==> src/rtl/reg_file_pkg.sv <==
// rtl/reg_file_pkg.sv - shared CPU datapath widths used by the register file, ALU, mux and control
package reg_file_pkg;
  localparam int REG_DATA_W = 8;
  localparam int REG_ADDR_W = 3;
  localparam int REG_COUNT  = 1 << REG_ADDR_W;
endpackage

==> src/rtl/reg_file.sv <==
// rtl/reg_file.sv - two-read one-write register file with hard-wired r0 and write-to-read bypass
module reg_file
  import reg_file_pkg::*;
#(
  parameter int DATA_W = REG_DATA_W,
  parameter int ADDR_W = REG_ADDR_W
) (
  input  logic                   clk,
  input  logic                   rst,
  input  logic                   reg_write,
  input  logic [ADDR_W-1:0]      write_addr,
  input  logic [DATA_W-1:0]      write_data,
  input  logic [ADDR_W-1:0]      read_addr_a,
  input  logic [ADDR_W-1:0]      read_addr_b,
  output logic [DATA_W-1:0]      read_data_a,
  output logic [DATA_W-1:0]      read_data_b,
  output logic [(1<<ADDR_W)-1:0] reg_valid
);

  localparam int NUM_REGS = 1 << ADDR_W;

  logic [DATA_W-1:0] regs [NUM_REGS];
  logic              write_en;

  // r0 is never written, so a write aimed at it must neither store nor bypass
  assign write_en = !rst && reg_write && (write_addr != '0);

  always_ff @(posedge clk) begin
    if (rst) begin
      for (int i = 0; i < NUM_REGS; i++) begin
        regs[i] <= '0;
      end
      reg_valid <= '0;
    end else if (write_en) begin
      regs[write_addr]      <= write_data;
      reg_valid[write_addr] <= 1'b1;
    end
  end

  function automatic logic [DATA_W-1:0] read_port(input logic [ADDR_W-1:0] addr);
    if (addr == '0) begin
      return '0;
    end
    if (write_en && (addr == write_addr)) begin
      return write_data;
    end
    return regs[addr];
  endfunction

  always_comb begin
    read_data_a = read_port(read_addr_a);
    read_data_b = read_port(read_addr_b);
  end

endmodule

==> config.mk <==
export PLATFORM = sky130hd
export DESIGN_NAME = reg_file
export DESIGN_NICKNAME = d
export VERILOG_FILES = /design/src/rtl/reg_file_pkg.sv /design/src/rtl/reg_file.sv
export SDC_FILE = /design/constraint.sdc
export NUM_CORES = 1
export LEC_CHECK = 0
export ABC_AREA = 1
export CORE_AREA = 5 5 91 93
export DETAILED_ROUTE_END_ITERATION = 8
export DIE_AREA = 0 0 96 98
export DONT_BUFFER_PORTS = 1
export PLACE_DENSITY_LB_ADDON = 0.25
export SLEW_MARGIN = 20
export SYNTH_ARGS = -nofsm -noshare
export SYNTH_HDL_FRONTEND = slang
export SYNTH_SLANG_ARGS = --single-unit
==> constraint.sdc <==
create_clock -name clk -period 2.1 [get_ports clk]
set_clock_uncertainty 0.15 [all_clocks]
set_input_delay 0.42 -clock clk [delete_from_list [all_inputs] [get_ports clk]]
set_output_delay 0.42 -clock clk [all_outputs]
set_load 0.02 [all_outputs]
-- After elaboration in Yosys (flattened, before gate mapping)
Memories as Yosys holds them, arrays and structs flattened.
Index checks and enable logic that the tools add are counted.
- RAM bits: 64
- input port bits: 20
- memories: 1
- register bits: 8
- word-level logic and storage cells: 41
- output and inout bits: 24
- bitwise logic cells: 1
- order comparisons: 2
- mux-type cells: 24
- equality and inequality tests: 2
- reductions and logical operators: 10
- memory list (name ; words ; width ; read ports ; clocked after memory_dff ; write ports ; line ; text):
    regs ; 8 ; 8 ; 2 ; 0 ; 8 ; reg_file.sv:22 ; logic [DATA_W-1:0] regs [NUM_REGS];
- operator list (cell ; number):
    $mux W8 ; 9
    $mux W1 ; 13
    $or A8 B8 Y8 ; 1
    $reduce_or A8 Y1 ; 1
    $eq A3 B3 Y1 ; 2
    $logic_not A3 Y1 ; 2
    $logic_and A1 B1 Y1 ; 5
    $lt A3 B4 Y1 const B ; 1
    $demux W1 S3 ; 1
    $ge A3 B1 Y1 const B ; 1
    $mux W3 ; 1
    $reduce_bool A3 Y1 ; 1
    $logic_not A1 Y1 ; 1

-- Logic depth before layout (Yosys ltp)
Gate-level depths: netlist (run 1).
- word-level depth: 8
- gate-level depth with buffers: 11
- mapped depth without buffers: 9

-- Least setup slack after synthesis (run 1)
Ideal clock, no wire load.
- path type: input-to-output
- start: input port read_addr_b[2]
- end: output port read_data_b[1]
- arrival time: 1.443 ns
- setup slack: 0.087 ns
- stages: 8
- path buffers: 1
- data required time: 1.530 ns
- path through: buf_6 inv_2 nand2_1 nand2_2 nand3_1 nor2_2 nor2_1 nor2_1
- word-level cells in the longest chain between the ends: 6
- elaborated cells between the ends (all ways): 10
- classes of those cells: 1 x eq/ne; 6 x mux; 2 x reduce/logical; 1 x memory
- ends and longest elaborated chain (what ; line ; text):
    start, declared ; reg_file.sv:14 ; input logic [ADDR_W-1:0] read_addr_b,
    $eq A3 B3 Y1 ; reg_file.sv:44 ; if (write_en && (addr == write_addr)) begin
    $logic_and A1 B1 Y1 ; reg_file.sv:44 ;
    $mux W1 (2 in a row) ; reg_file.sv:44 ;
    $mux W8 ; reg_file.sv:47 ; return regs[addr];
    $mux W8 (*) ; reg_file.sv:44 ;
    end, declared ; reg_file.sv:16 ; output logic [DATA_W-1:0] read_data_b,
Every way passes the cells marked *; elsewhere a longest branch is shown, timed or not. The select of a mux whose other input is x is not followed.

==> results of run 1 <==
-- power groups by stage --
stage	clock network [mW]	logic, mW	registers, mW
after global placement	0	0.578	1.73
final	1.06	0.653	1.70
after detailed placement	0	0.589	1.73
after global routing	1.14	0.708	1.71
after floorplan	0	0.428	1.71
after CTS	1.07	0.598	1.70
-- worst paths after layout --
| path | end | slack [ps] | cells after the start |
|---|---|---|---|
| setup / recovery | read_data_a[1] | 40 | 7 |
| hold / removal | regs[0][0]$_SDFFCE_PN0P_ | 30 | 0 |
| setup reg to reg | reg_valid[4]$_SDFFE_PP0P_ | 1210 | 2 |
| hold reg to reg | reg_valid[0]$_SDFFE_PP0P_ | 400 | 2 |
-- what timing repair did --
item,4_1_cts,5_1_grt
pin swaps,0,33
endpoints found under the setup margin,1,11
gates cloned,0,1
hold buffers,1,0
resized for setup,1,26
endpoints found under the hold margin,8,0
buffers inserted,0,6
-- logic make-up after synthesis --
group,after synthesis
XOR/XNOR,1
flip-flops,72
AO/OA/AOI/OAI,26
AND/OR/NAND/NOR,400
buffers and inverters,58
other,1
-- metal layers --
metal  vias up  wire, um
met4         0       620
li1       1890         -
met3        57      1550
met1      1897      5045
met5         -         0
met2       269      6565
-- sequential cells by signal, summed over array words and instances, names as in the netlist --
signal	cells
regs	64
reg_valid	8
-- placed cells by master, fill, tap and decap left out, types with 3 or more instances in the layout --
cell type / Yosys / layout
a21oi_1: 23 / 21
a21oi_2: 2 / 4
buf_12: 0 / 5
buf_4: 3 / 39
clkbuf_8: 0 / 9
clkinv_1: 8 / 8
clkinv_2: 0 / 3
conb_1: 1 / 8
dfxtp_1: 8 / 8
edfxtp_1: 64 / 64
inv_1: 16 / 16
inv_2: 8 / 8
nand2_1: 207 / 196
nand2_2: 5 / 15
nand2_4: 2 / 3
nand3_1: 81 / 71
nand3_2: 1 / 11
nand3_4: 3 / 3
nand4_1: 8 / 8
nor2_1: 84 / 82
nor2_2: 6 / 7
nor2_4: 2 / 4
-- per-stage QoR --
stage               hold WS (ps)  setup TNS [ps]
global placement           339.4               0
detailed placement         339.2               0
global route               5.095          -112.2
finish                     28.09               0
CTS                        15.08               0
floorplan                  350.4               0
-- critical path, stage by stage (launching register included) --
cell and delay, ps:
edfxtp_1 440, buf_4 160, nand2_1 50, nand3_1 70, nand3_1 110, nand2_1 70
nor2_1 130, nor2_2 100
-- cell type report --
type	count	area (um^2)	share of cell area, %
repair buffers	45	402.9	8.107
inverters	33	128.9	2.593
multi-input cells	436	2043	41.11
clock buffers	9	123.9	2.492
well taps	102	127.6	2.568
clock inverters	6	61.31	1.234
flip-flops and latches	72	2082	41.89
==> metrics, run 1 <==
setup ws final=43.13 ps; busiest grt layer=met2; CTS Buffer Depth=2; Startpoint Class=flop; Post-synth EDFFs=64; Setup CP Type=flop to output pin; # rows=32; post-route total power=3.417 mW; TritonCTS Sinks=72; Worst slew margin=62.72%; Ports=44; Synth area leaders=edfxtp_1, nand2_1, nand3_1; Comb pwr share=19.1%; crit end category=output pin; Final Util=66.73%; most common cell in the netlist=nand2_1; synthesized area per cell=7.637 um^2; post-route clock period utilization=97.95%; sequential share of power=49.8%; Num CTS Buffers=9; PortBufs=0; multiplexer share of the synthesized area=0%; DR WL/cell=19.60 um; Final Hold Fails=0; dpl hpwl=9552 um; share of layout cells above drive strength 1=19.47%; total vias in the final route=4113; Synth async-reset ratio=0%; Synth Area in Adders=0%; Critical Path Fanout Max=2; Final Non-Filler Cells=703; Final Setup Violations=0; Final Max Tran Viols=0; Total GRT Usage=30.89%; CP required=1530 ps; top post-synthesis cells by count=nand2_1, nor2_1, nand3_1; post-synthesis simple-gate area fraction=40.93%; Area after DPL=0.004606 mm^2; total gr overflow=0; 1st-iter DRT viols=634; # diodes=0; maximum number of pins on one net before global-route repair=35; vias per cell=5.851; die height=98 um; Die ar.=0.009408 mm^2; Clock transition at path regs=80 ps; # H-tree levels=3; Clk Tree Root Cell=clkbuf_8; latest clock arrival within the worst-skew pair=350 ps; first-pass GRT wire length=21490 um; status=finished, final reports clean; XOR/XNOR Fraction of Synth Area=0.2055%; final net count=617; Clk pwr share=31.1%; # fillers=689; Worst-Margin Slew=557.3 ps; Die W=96 um; leakage power=2.225 nW; Syn-to-layout area delta=16.62%; HP Start=rst; pre-CTS WS=54.91 ps; peak supply drop=0.4332 mV; met1 usage=41.18%; TritonCTS clock tree=done; Initial DRT Pass Iterations=5; Mapped Cells=558; post-synthesis sequential area ratio=48.85%; Max Clock Freq=0.4862 GHz; Net Sw Frac=29.31%; DRC errors left=0; Critical Path Source=regs[5][1]$_SDFFCE_PN0P_; top-area cell type share of the netlist area=45.10%; Hold Path Class=input pin to flop; number of global-route vias before repair=3912; Inst Count DP=680; Net Switching=1.002 mW; Final ANT Viol Nets=0; M2 GR Usage=47.58%; synthesis-stage register bit count=72; Synth Area in Compound Gates=3.494%; initial core utilization=57.22%; Power Internal=2.416 mW; largest family of logic cells by synthesized area=simple AND/OR/NAND/NOR gates; worst reg2reg startpoint=reg_valid[4]$_SDFFE_PP0P_; RePlAce Congestion=0.9700; initial antenna violation count=0; Yosys top cell by area=edfxtp_1; number of distinct library cells after synthesis=26; min Tclk post-route=2057 ps; Final Instance Area=0.004970 mm^2; Max Cap Violations=0; M3 GR Usage=7.627%; yosys warns=0; Post-Syn Area=0.004262 mm^2; core area=0.007447 mm^2; final wirelength=13780 um; data arrival time of the worst path=1490 ps; RSZ-0062 raised after global routing=true; Pwr per Cell Area=687.6 mW/mm^2; most used flip-flop cell after synthesis=edfxtp_1
Power figures use the tool's default switching activity.
==> run 2: changes to the inputs <==
==> constraint.sdc (replaced) <==
create_clock -name clk -period 2.1 [get_ports clk]
set_clock_uncertainty 0.15 [all_clocks]
set_input_delay 0.525 -clock clk [delete_from_list [all_inputs] [get_ports clk]]
set_output_delay 0.525 -clock clk [all_outputs]
set_load 0.02 [all_outputs]
==> metrics, run 2 (synthesis results as in run 1) <==
TritonCTS clock tree=done; final net count=614 (-0.49%); first-pass GRT wire length=20370 um (-5.2%); # H-tree levels=3 (unchanged); Hold Path Class=input pin to flop; Final Instance Area=0.005171 mm^2 (+4.1%); Setup CP Type=input pin to output pin; maximum number of pins on one net before global-route repair=35 (unchanged); Area after DPL=0.004596 mm^2 (-0.22%); worst setup path endpoint=read_data_b[1]; # rows=32 (unchanged); top sig layer=met4; number of global-route vias before repair=3698 (-5.5%); Max Cap Violations=0 (unchanged); Clk Tree Root Cell=clkbuf_8; leading registers by flop count=regs: 64 flops, reg_valid: 8 flops; die height=98 um (unchanged); TritonCTS Sinks=72 (unchanged); Max Clock Freq=0.4801 GHz (-1.2%); Ports=44 (unchanged); DRT met1 WL=5523 um (+9.5%); Largest register FFs=64 (unchanged); peak supply drop=0.6783 mV (+57%); most frequent cells in the layout=nand2_1, nand3_1, edfxtp_1, nor2_1, buf_4; # fillers=644 (-6.5%); final wirelength=13770 um (-0.10%); Reg with most FFs=regs; Pwr per Cell Area=736.5 mW/mm^2 (+7.1%); latest clock arrival within the worst-skew pair=330 ps (-20 ps); R2R setup slack=1170 ps (-40 ps); FF-to-FF path depth=2 (unchanged); Clock transition at path regs=80 ps (about the same); core area=0.007447 mm^2 (unchanged); share of layout cells above drive strength 1=24.04% (+4.6 points); wire length on met2=6367 um (-3.0%); Final Setup Violations=0 (unchanged); Critical Path Source=read_addr_b[0]; met3 wire length=1359 um (-12%); most common cell after layout, fill and taps aside=nand2_1; # diodes=0 (unchanged); CP Cell Sequence=inv_6 -> buf_6 -> nand2_1 -> nand3_1 -> nand3_1 -> nand2_1 -> nor2_1 -> nor2_2; initial antenna violation count=0 (unchanged); Worst R2R End=reg_valid[4]$_SDFFE_PP0P_; RePlAce Congestion=0.9680 (-0.21%); Die ar.=0.009408 mm^2 (unchanged); total gr overflow=0 (unchanged); Final ANT Viol Nets=0 (unchanged); HP Start=rst; initial core utilization=57.22% (unchanged); CP required=1420 ps (-110 ps); DR WL/cell=19.64 um (+0.18%); Hold WS=92.89 ps (+64.80 ps); worst reg2reg startpoint=reg_valid[4]$_SDFFE_PP0P_; RSZ-0062 raised after global routing=true; Startpoint Class=input pin; PortBufs=0 (unchanged); data arrival time of the worst path=1410 ps (-80 ps); Initial DRT Pass Iterations=6 (+1); CP max stage delay=210 ps (-230 ps); leakage power=2.243 nW (+0.81%); status=finished, final reports clean; Die W=96 um (unchanged); DRC errors left=0 (unchanged); setup tns final=0 ps (unchanged); vias per cell=5.919 (+1.2%); post-route clock period utilization=99.18% (+1.2 points); crit end category=output pin; Final Max Tran Viols=0 (unchanged); area occupied by multi-input gates=0.002216 mm^2 (+8.5%); min Tclk post-route=2083 ps (+25.90 ps); Final Hold Fails=0 (unchanged); 1st-iter DRT viols=561 (-12%); register area=0.002082 mm^2 (unchanged); Num CTS Buffers=9 (unchanged); total vias in the final route=4149 (+0.88%); Critical Path Fanout Max=34 (+32); critical path's slowest cell=nor2_2; CTS Buffer Depth=2 (unchanged); dpl hpwl=9895 um (+3.6%); Syn-to-layout area delta=21.34%; Total GRT Usage=29.26% (-1.6 points)
[run 2: worst min path at each step]
stage                           endpoint  slack, ps  depth (start not counted)
2_1_floorplan  reg_valid[0]$_SDFFE_PP0P_        350                          2
3_3_place_gp   reg_valid[0]$_SDFFE_PP0P_        370                          2
3_5_place_dp   reg_valid[0]$_SDFFE_PP0P_        370                          2
4_1_cts        reg_valid[2]$_SDFFE_PP0P_         80                          1
5_1_grt        reg_valid[2]$_SDFFE_PP0P_         70                          1
6_report       reg_valid[2]$_SDFFE_PP0P_         90                          1
[run 2: through the flow]
stage               setup slack [ps]  total power [mW]  utilization (%)  instances
finish                         17.23             3.808            69.44        701
global route                  -44.30             3.938            69.44        701
CTS                           -6.900             3.727            66.26        697
floorplan                     -15.08             2.164                -        565
detailed placement            -115.0             2.303            61.71        677
global placement              -91.27             2.293            61.71        677
[run 2: worst max-delay path, delay by kind of cell]
kind                   cells  cell delay, ps
buffers and inverters      2             230
AND/OR/NAND/NOR            6             630
[run 2: cell type report]
class / count / area share (%)
flip-flops and latches: 72 / 40.26
well taps: 102 / 2.468
repair buffers: 42 / 6.460
clock inverters: 5 / 2.492
multi-input cells: 436 / 42.85
clock buffers: 11 / 2.541
inverters: 33 / 2.928
[run 2: what timing repair did]
item | 4_1_cts | 5_1_grt
resized for setup | 12 | 57
setup endpoints to repair | 16 | 16
buffers inserted | 3 | 4
gates cloned | 1 | 0
pin swaps | 10 | 49
hold buffers | 0 | 0
hold endpoints to repair | 0 | 0
[run 2: layer usage]
layer  up-vias  GRT usage, %
met5         -             0
met4         0         11.49
met3        49         6.703
met2       281         42.54
met1      1937         42.18
li1       1882             -
[run 2: where the power goes]
group	internal (mW)	switching (mW)
Combinational	0.225	0.441
Sequential	1.65	0.0743
Clock	0.913	0.507
Total	2.79	1.02
